$ cat config.mk
export PLATFORM = sky130hd
export DESIGN_NAME = engine_forward_data_sequencer
export DESIGN_NICKNAME = d
export VERILOG_FILES = /design/src/rtl/engine_forward_data_sequencer_pkg.sv /design/src/rtl/engine_forward_data_sequencer_counter.sv /design/src/rtl/engine_forward_data_sequencer.sv
export SDC_FILE = /design/constraint.sdc
export NUM_CORES = 1
export LEC_CHECK = 0
export ABC_AREA = 1
export CAP_MARGIN = 15
export CORE_MARGIN = 8
export CORE_UTILIZATION = 30
export DETAILED_ROUTE_END_ITERATION = 10
export SLEW_MARGIN = 15
export SYNTH_ARGS = -nofsm -noshare
export SYNTH_HDL_FRONTEND = slang
export SYNTH_SLANG_ARGS = --single-unit
$ cat constraint.sdc
create_clock -name ap_clk -period 1.4 [get_ports ap_clk]
set_clock_uncertainty 0.15 [all_clocks]
set_input_delay 0.28 -clock ap_clk [delete_from_list [all_inputs] [get_ports ap_clk]]
set_output_delay 0.28 -clock ap_clk [all_outputs]
set_load 0.005 [all_outputs]
$ cat src/rtl/engine_forward_data_sequencer_pkg.sv
// Shared definitions for the forward-data engine sequencer.
//   NUM_BUNDLES_WIDTH_BITS : width of the ForwardDataConfiguration hops field
//   engine_forward_data_sequencer_state : control FSM state encoding
package engine_forward_data_sequencer_pkg;

  localparam int unsigned NUM_BUNDLES_WIDTH_BITS = 8;

  typedef enum logic [2:0] {
    S_RESET,
    S_IDLE,
    S_CONFIG_REQ,
    S_CONFIG_WAIT,
    S_BUSY,
    S_DRAIN,
    S_DONE
  } engine_forward_data_sequencer_state;

endpackage

$ cat src/rtl/engine_forward_data_sequencer_counter.sv
// Clear / increment counter that wraps modulo 2^W.
// Used for the forwarded-packet count and for the config-wait watchdog.
//   ap_clk : clock
//   areset : synchronous active-high reset (count -> 0)
//   clr    : synchronous clear, dominates inc
//   inc    : add one
//   count  : current value
module engine_forward_data_sequencer_counter #(
  parameter int unsigned W = 32
) (
  input  logic         ap_clk,
  input  logic         areset,
  input  logic         clr,
  input  logic         inc,
  output logic [W-1:0] count
);

  always_ff @(posedge ap_clk) begin
    if (areset || clr) begin
      count <= '0;
    end else if (inc) begin
      count <= count + {{(W-1){1'b0}}, 1'b1};
    end
  end

endmodule

$ cat src/rtl/engine_forward_data_sequencer.sv
// Control FSM for one forward-data engine. Waits for the configure FIFO to
// leave reset, pops one configuration entry, latches its hops field, then
// forwards a valid/backpressure packet stream stamped with those hops and
// counts packets until the lane signals done.
//
// Optional build macro: ENGINE_FORWARD_DATA_SEQUENCER_TIMEOUT_EN adds a
// config-wait watchdog (TIMEOUT_CYCLES) that raises error_out.
//
// Ports:
//   ap_clk, areset                  : clock, synchronous active-high reset
//   start_in, done_in               : run start pulse, lane completion
//   fifo_setup_signal_in            : configure FIFO still in reset
//   config_valid_in/config_hops_in  : configure FIFO output
//   config_rd_en_out                : configure FIFO pop
//   data_in_valid/data_in           : upstream packet
//   data_in_ready                   : upstream pop
//   data_out_full                   : downstream prog_full
//   data_out_valid/data_out/_hops   : downstream push, payload, hops
//   pkt_count_out                   : packets forwarded this run
//   busy_out, done_out, error_out   : run status
module engine_forward_data_sequencer
  import engine_forward_data_sequencer_pkg::*;
#(
  parameter int unsigned HOPS_W         = NUM_BUNDLES_WIDTH_BITS,
  parameter int unsigned DATA_W         = 32,
  parameter int unsigned CNT_W          = 32,
  parameter int unsigned TIMEOUT_CYCLES = 1024
) (
  input  logic              ap_clk,
  input  logic              areset,
  input  logic              start_in,
  input  logic              done_in,
  input  logic              fifo_setup_signal_in,
  input  logic              config_valid_in,
  input  logic [HOPS_W-1:0] config_hops_in,
  output logic              config_rd_en_out,
  input  logic              data_in_valid,
  input  logic [DATA_W-1:0] data_in,
  output logic              data_in_ready,
  input  logic              data_out_full,
  output logic              data_out_valid,
  output logic [DATA_W-1:0] data_out,
  output logic [HOPS_W-1:0] data_out_hops,
  output logic [CNT_W-1:0]  pkt_count_out,
  output logic              busy_out,
  output logic              done_out,
  output logic              error_out
);

  if (TIMEOUT_CYCLES < 2) begin : g_timeout_check
    $error("TIMEOUT_CYCLES must be at least 2");
  end

  engine_forward_data_sequencer_state state, state_next;

  // Registered copies of every input; all decisions use these.
  logic              start_r, done_r, setup_r, cfg_valid_r;
  logic [HOPS_W-1:0] cfg_hops_r;
  logic              din_valid_r, full_r;
  logic [DATA_W-1:0] din_r;

  logic              start_go;
  logic              accept;
  logic              timeout_hit;
  logic              timeout_fire;
  logic [HOPS_W-1:0] hops_q;

  always_ff @(posedge ap_clk) begin
    if (areset) begin
      start_r     <= 1'b0;
      done_r      <= 1'b0;
      setup_r     <= 1'b0;
      cfg_valid_r <= 1'b0;
      cfg_hops_r  <= '0;
      din_valid_r <= 1'b0;
      din_r       <= '0;
      full_r      <= 1'b0;
    end else begin
      start_r     <= start_in;
      done_r      <= done_in;
      setup_r     <= fifo_setup_signal_in;
      cfg_valid_r <= config_valid_in;
      cfg_hops_r  <= config_hops_in;
      din_valid_r <= data_in_valid;
      din_r       <= data_in;
      full_r      <= data_out_full;
    end
  end

  always_ff @(posedge ap_clk) begin
    if (areset) begin
      state <= S_RESET;
    end else begin
      state <= state_next;
    end
  end

  always_comb begin
    state_next       = state;
    config_rd_en_out = 1'b0;
    busy_out         = 1'b0;
    done_out         = 1'b0;
    start_go         = 1'b0;
    accept           = 1'b0;
    timeout_fire     = 1'b0;
    case (state)
      S_RESET: state_next = S_IDLE;
      S_IDLE: begin
        if (!setup_r && start_r) begin
          start_go   = 1'b1;
          state_next = S_CONFIG_REQ;
        end
      end
      S_CONFIG_REQ: begin
        busy_out         = 1'b1;
        config_rd_en_out = 1'b1;
        state_next       = S_CONFIG_WAIT;
      end
      S_CONFIG_WAIT: begin
        busy_out = 1'b1;
        if (cfg_valid_r) begin
          state_next = S_BUSY;
        end else if (timeout_hit) begin
          timeout_fire = 1'b1;
          state_next   = S_DONE;
        end
      end
      S_BUSY: begin
        busy_out = 1'b1;
        accept   = din_valid_r && !full_r;
        if (done_r) begin
          state_next = S_DRAIN;
        end
      end
      S_DRAIN: begin
        busy_out   = 1'b1;
        state_next = S_DONE;
      end
      S_DONE: begin
        done_out = 1'b1;
        if (start_r) begin
          start_go   = 1'b1;
          state_next = S_CONFIG_REQ;
        end
      end
      default: state_next = S_RESET;
    endcase
  end

  assign data_in_ready = accept;
  assign data_out_hops = hops_q;

  // Leaving S_CONFIG_WAIT on the first valid makes later pulses harmless.
  // With hops == 0 packets are still consumed and counted, just not pushed.
  always_ff @(posedge ap_clk) begin
    if (areset) begin
      hops_q         <= '0;
      data_out       <= '0;
      data_out_valid <= 1'b0;
    end else begin
      if (state == S_CONFIG_WAIT && cfg_valid_r) begin
        hops_q <= cfg_hops_r;
      end
      if (accept) begin
        data_out <= din_r;
      end
      data_out_valid <= accept && (hops_q != '0);
    end
  end

  engine_forward_data_sequencer_counter #(.W(CNT_W)) u_pkt_count (
    .ap_clk (ap_clk),
    .areset (areset),
    .clr    (start_go),
    .inc    (accept),
    .count  (pkt_count_out)
  );

`ifdef ENGINE_FORWARD_DATA_SEQUENCER_TIMEOUT_EN
  localparam int unsigned WD_W = $clog2(TIMEOUT_CYCLES) + 1;

  logic [WD_W-1:0] wd_count;
  logic            wd_clr;
  logic            wd_inc;
  logic            error_q;

  assign wd_clr = (state != S_CONFIG_WAIT);
  assign wd_inc = (state == S_CONFIG_WAIT);

  engine_forward_data_sequencer_counter #(.W(WD_W)) u_watchdog (
    .ap_clk (ap_clk),
    .areset (areset),
    .clr    (wd_clr),
    .inc    (wd_inc),
    .count  (wd_count)
  );

  // Count holds k-1 during the k-th wait cycle, so this fires on wait cycle
  // TIMEOUT_CYCLES.
  assign timeout_hit = (state == S_CONFIG_WAIT) &&
                       (wd_count == WD_W'(TIMEOUT_CYCLES - 1));

  always_ff @(posedge ap_clk) begin
    if (areset) begin
      error_q <= 1'b0;
    end else if (start_go) begin
      error_q <= 1'b0;
    end else if (timeout_fire) begin
      error_q <= 1'b1;
    end
  end

  assign error_out = error_q;
`else
  assign timeout_hit = 1'b0;
  assign error_out   = 1'b0;
`endif

endmodule

### Yosys cells after proc, flatten, opt, wreduce, memory -nomap -nowiden

Index checks and enable logic that the tools add are counted.

* eq/ne operators: 10
* muxes and demuxes: 12
* add/sub/neg operators: 1
* reductions and logical operators: 11

Operators by type and width (count)
* adder 32 x 1 -> 32 bit (second input constant): 1
* case mux 3 bit (7 select lines): 1
* two-way mux 3 bit: 4
* equality test 3 bit (second input constant): 3
* != test 2 bit (second input constant): 4
* nonzero test 8 bit: 1
* equality test 3 x 2 -> 1 bit (second input constant): 2
* two-way mux 1 bit: 6
* logical AND 1 bit: 4
* AND reduction 4 bit: 1
* OR reduction 4 bit: 1
* equality test 3 x 1 -> 1 bit (second input constant): 1
* zero test 3 bit: 1
* zero test 1 bit: 2
* case mux 1 bit (2 select lines): 1
* logical OR 1 bit: 1

* flip-flop bits (word level): 122
* output and inout port bits: 78

### Depth between registers and ports, before layout

* word-level depth: 5
* depth in mapped cells: 10
* mapped depth without buffers: 9

### Modules after synthesis

From an unflattened synthesis, not the netlist that was laid out.

* cells, all modules: 644
* area total of the unflattened synthesis: 4788.3 um2

By module, submodules not included
* engine_forward_data_sequencer: area each 2990.4 um2, sequential area each 1801.7 um2, cells an instance 368, times used 1
* engine_forward_data_sequencer_counter: area each 1798.0 um2, sequential area each 640.6 um2, cells an instance 276, times used 1

### Worst setup path after synthesis

Ideal clock, no wire load.

* path type: register to register
* start: register u_pkt_count.count[0]
* end: register u_pkt_count.count[14]
* clock period less this slack: 1.495 ns
* data required time: 1.132 ns
* path slack: -0.095 ns
* arrival: 1.227 ns
* buffers on the path: 0
* cell stages (with the launch flop): 9
* setup time: 0.118 ns
* cells stage by stage: dfxtp_1 > ha_1 > inv_1 > nor2_4 > nand2_1 > nor2_4 > nand2_2 > nor3_1 > nor2_1

* cells in the longest elaborated chain, start to end: 1

RTL lines
* start, declared: line engine_forward_data_sequencer_counter.sv:15 `output logic [W-1:0] count`
* start signal, assigned: line engine_forward_data_sequencer_counter.sv:22 `count <= count + {{(W-1){1'b0}}, 1'b1};`
* adder 32 x 1 -> 32 bit: line engine_forward_data_sequencer_counter.sv:22

Every way passes these cells.
A chain may end at the register's enable or synchronous reset.

### Final worst setup path

* start: register state[1]
* end: output port done_out

* cells in the longest elaborated chain, start to end: 2

RTL lines
* start, declared: line engine_forward_data_sequencer.sv:54 `engine_forward_data_sequencer_state state, state_next;`
* start signal, assigned: line engine_forward_data_sequencer.sv:94 `state <= state_next;`
* equality test 3 bit: line engine_forward_data_sequencer.sv:106 `case (state)`
* two-way mux 1 bit: line engine_forward_data_sequencer.sv:106
* end, declared: line engine_forward_data_sequencer.sv:46 `output logic done_out,`

Every way passes these cells.

==> reports/metrics.cfg <==
[floorplanning]
start_util = 0.302
die_h_um = 144
placeableCoreArea_um2 = 16300
num_rows = 47
die_area_um2 = 20800
die_width_um = 144
ios = 126

[place]
dpl.cell_count = 1063
port_buffers = 124
pre_cts_ws_ns = -0.308
placed_area_um2 = 6940
dp_hpwl_um = 10000
place.gp.congestion = 0.840

[timing]
whs_ns = 0.195
setup_slack_ns = -0.301
max_freq_mhz = 588
tightestPinTransition_ns = 0.622
finalHoldViolCount = 0
period_share = 1.21
rsz0062_at_grt = true
fin_crit_ns = 1.70
slew_headroom = 0.582
setup_viol = 74
drv_slew = 0
tns_ns = -13.73

[routing]
wl_um = 16100
first_pass_iters = 4
ant_nets = 0
vias_per_cell = 4.33
drc = 0
detail_route.wl_per_cell_um = 13.8
vias = 5050
drt_iter0_drc = 206

[finish]
fillers = 1509
drive_gt1_frac = 0.486
nNetsFinal = 982
fin_cells = 1166
syn_to_final_growth_pct = 78.9
antenna-diode-count = 0
post-route-cell-area_um2 = 8800
multi_input_area_um2 = 2580
register_area_um2 = 2560

[global_route]
grt_max_degree = 36
grt_pass1_vias = 4986
antenna_found_initial = 0
grt_pass1_wl_um = 25200
grt_overflow_total = 0
track_usage = 0.156

[clocking]
cts_sinks = 122
clk_latency_ns = 0.41
cts_max_level = 4
cts_tree = done
cts_buffers = 17
clk_pin_slew_ns = 0.06
root_buffer = clkbuf_16
cts_buffer_depth = 2

[run_status]
violations = setup timing
outcome = finished, violations left

[hold_path]
hold_path_class = primary input to flip-flop

[logic_synthesis]
syn_area_um2 = 4920
avgSynthCellArea_um2 = 7.36
yosysTopAreaCell = dfxtp_1
synth_edf_count = 0
async_flop_share = 0
synthCells = 668
yosys.cell_count.top_type = nor2_1
synth_seq_cells = 122
ys_seq_area_frac = 0.496
synthFlopType = dfxtp_1
synth.distinct_cells = 37
yosys_warnings = 0
syn-num-nets = 717
ys_top_cells_by_area = dfxtp_1 (50%), nor2_1 (14%), nand2_1 (7.7%)
synth_common_cells = nor2_1 (183), dfxtp_1 (122), nand2_1 (101)
synth_top_area_share = 0.496

[critical_path]
crit_arrival_ns = 1.27
critPathCaptureType = primary output
required_ns = 0.97
critical_path_class = flip-flop to primary output
worst_setup_path_start_kind = flip-flop
cp_max_fo = 5

[job]
drv_cap = 0

[power]
powerDensity_nw_per_um2 = 1160
p_leak_nw = 3.92
ir_worst_vdd_mv = 0.863

[per-stage QoR]
| step | util | total power (W) |
|---|---|---|
| 6_report | 0.540 | 0.0102 |
| 5_1_grt | 0.540 | 0.0106 |
| 4_1_cts | 0.522 | 0.0100 |
| 3_5_place_dp | 0.426 | 0.00503 |
| 3_3_place_gp | 0.426 | 0.00502 |
| 2_1_floorplan | - | 0.00443 |
[layer usage]
metal	vias up	GRT usage	share of wire	wire [µm]
met4	0	0.0498	0.013	208
met1	2317	0.178	0.41	6610
met3	18	0.0558	0.071	1140
li1	2592	-	-	-
met2	123	0.267	0.51	8130
met5	-	0	0	0
[repair_timing]
item                                    in CTS  in global routing
resized for setup                          521                 98
buffers inserted                            52                 23
hold buffers                                 1                  0
gates cloned                                 7                  0
hold endpoints to repair                     1                  0
endpoints found under the setup margin     146                111
pin swaps                                   36                 46
[power by group]
group | internal [W] | switching, W
registers | 0.00366 | 0.000158
logic | 0.00103 | 0.000902
clock network | 0.00278 | 0.00166
total | 0.00747 | 0.00272
[layout by cell type (no fill, tap or decap), types with 11 or more instances in the layout]
master           synthesis  layout
buf_4                    4      92
dfxtp_2                  0      61
o21ai_2                  0      29
nand2_2                  2      15
dfxtp_4                  0      11
nand2_1                101      85
nor2_2                   9      20
clkbuf_16                0      17
nor2_1                 183     153
buf_2                    4      51
inv_1                   88      85
a21oi_1                 19      14
buf_12                   0      11
buf_6                    4      50
clkdlybuf4s50_1          0      46
nor2_4                   7      26
nand3_1                 32      24
dfxtp_1                122      50
[cell type report]
type,instances,area share
clock buffer,20,0.0530
sequential,122,0.291
timing repair buffer,268,0.277
multi-input combinational,434,0.293
tap,220,0.0313
inverter,90,0.0389
clock inverter,12,0.0155
[sequential cells by signal (all words and copies together), names as in the netlist]
signal / cells
data_out: 32
din_r: 32
u_pkt_count.count: 32
cfg_hops_r: 8
data_out_hops: 8
state: 3
cfg_valid_r: 1
data_out_valid: 1
din_valid_r: 1
done_r: 1
full_r: 1
setup_r: 1
start_r: 1
[critical path, cell delays in order, from the launching register on]
cell     delay (ns)
dfxtp_4        0.37
buf_4          0.14
buf_4          0.13
nand3_4        0.08
inv_2          0.04
buf_6          0.11
[logic make-up after synthesis]
family          synth area share
compound gates            0.0615
xor+xnor                 0.00890
fa+ha+maj                0.00254
buf+inv                   0.0977
flops                      0.496
other cells             0.000762
simple gates               0.332
[final timing paths]
path,start,end,slack (ns),cells after the start
hold / removal,areset,cfg_hops_r[3],0.20,3
hold reg to reg,din_r[13],data_out[13],0.31,2
setup / recovery,state[1],done_out,-0.30,5
setup reg to reg,u_pkt_count.count[1],u_pkt_count.count[24],-0.29,10
Note: power is estimated with default switching activity, not from simulation.
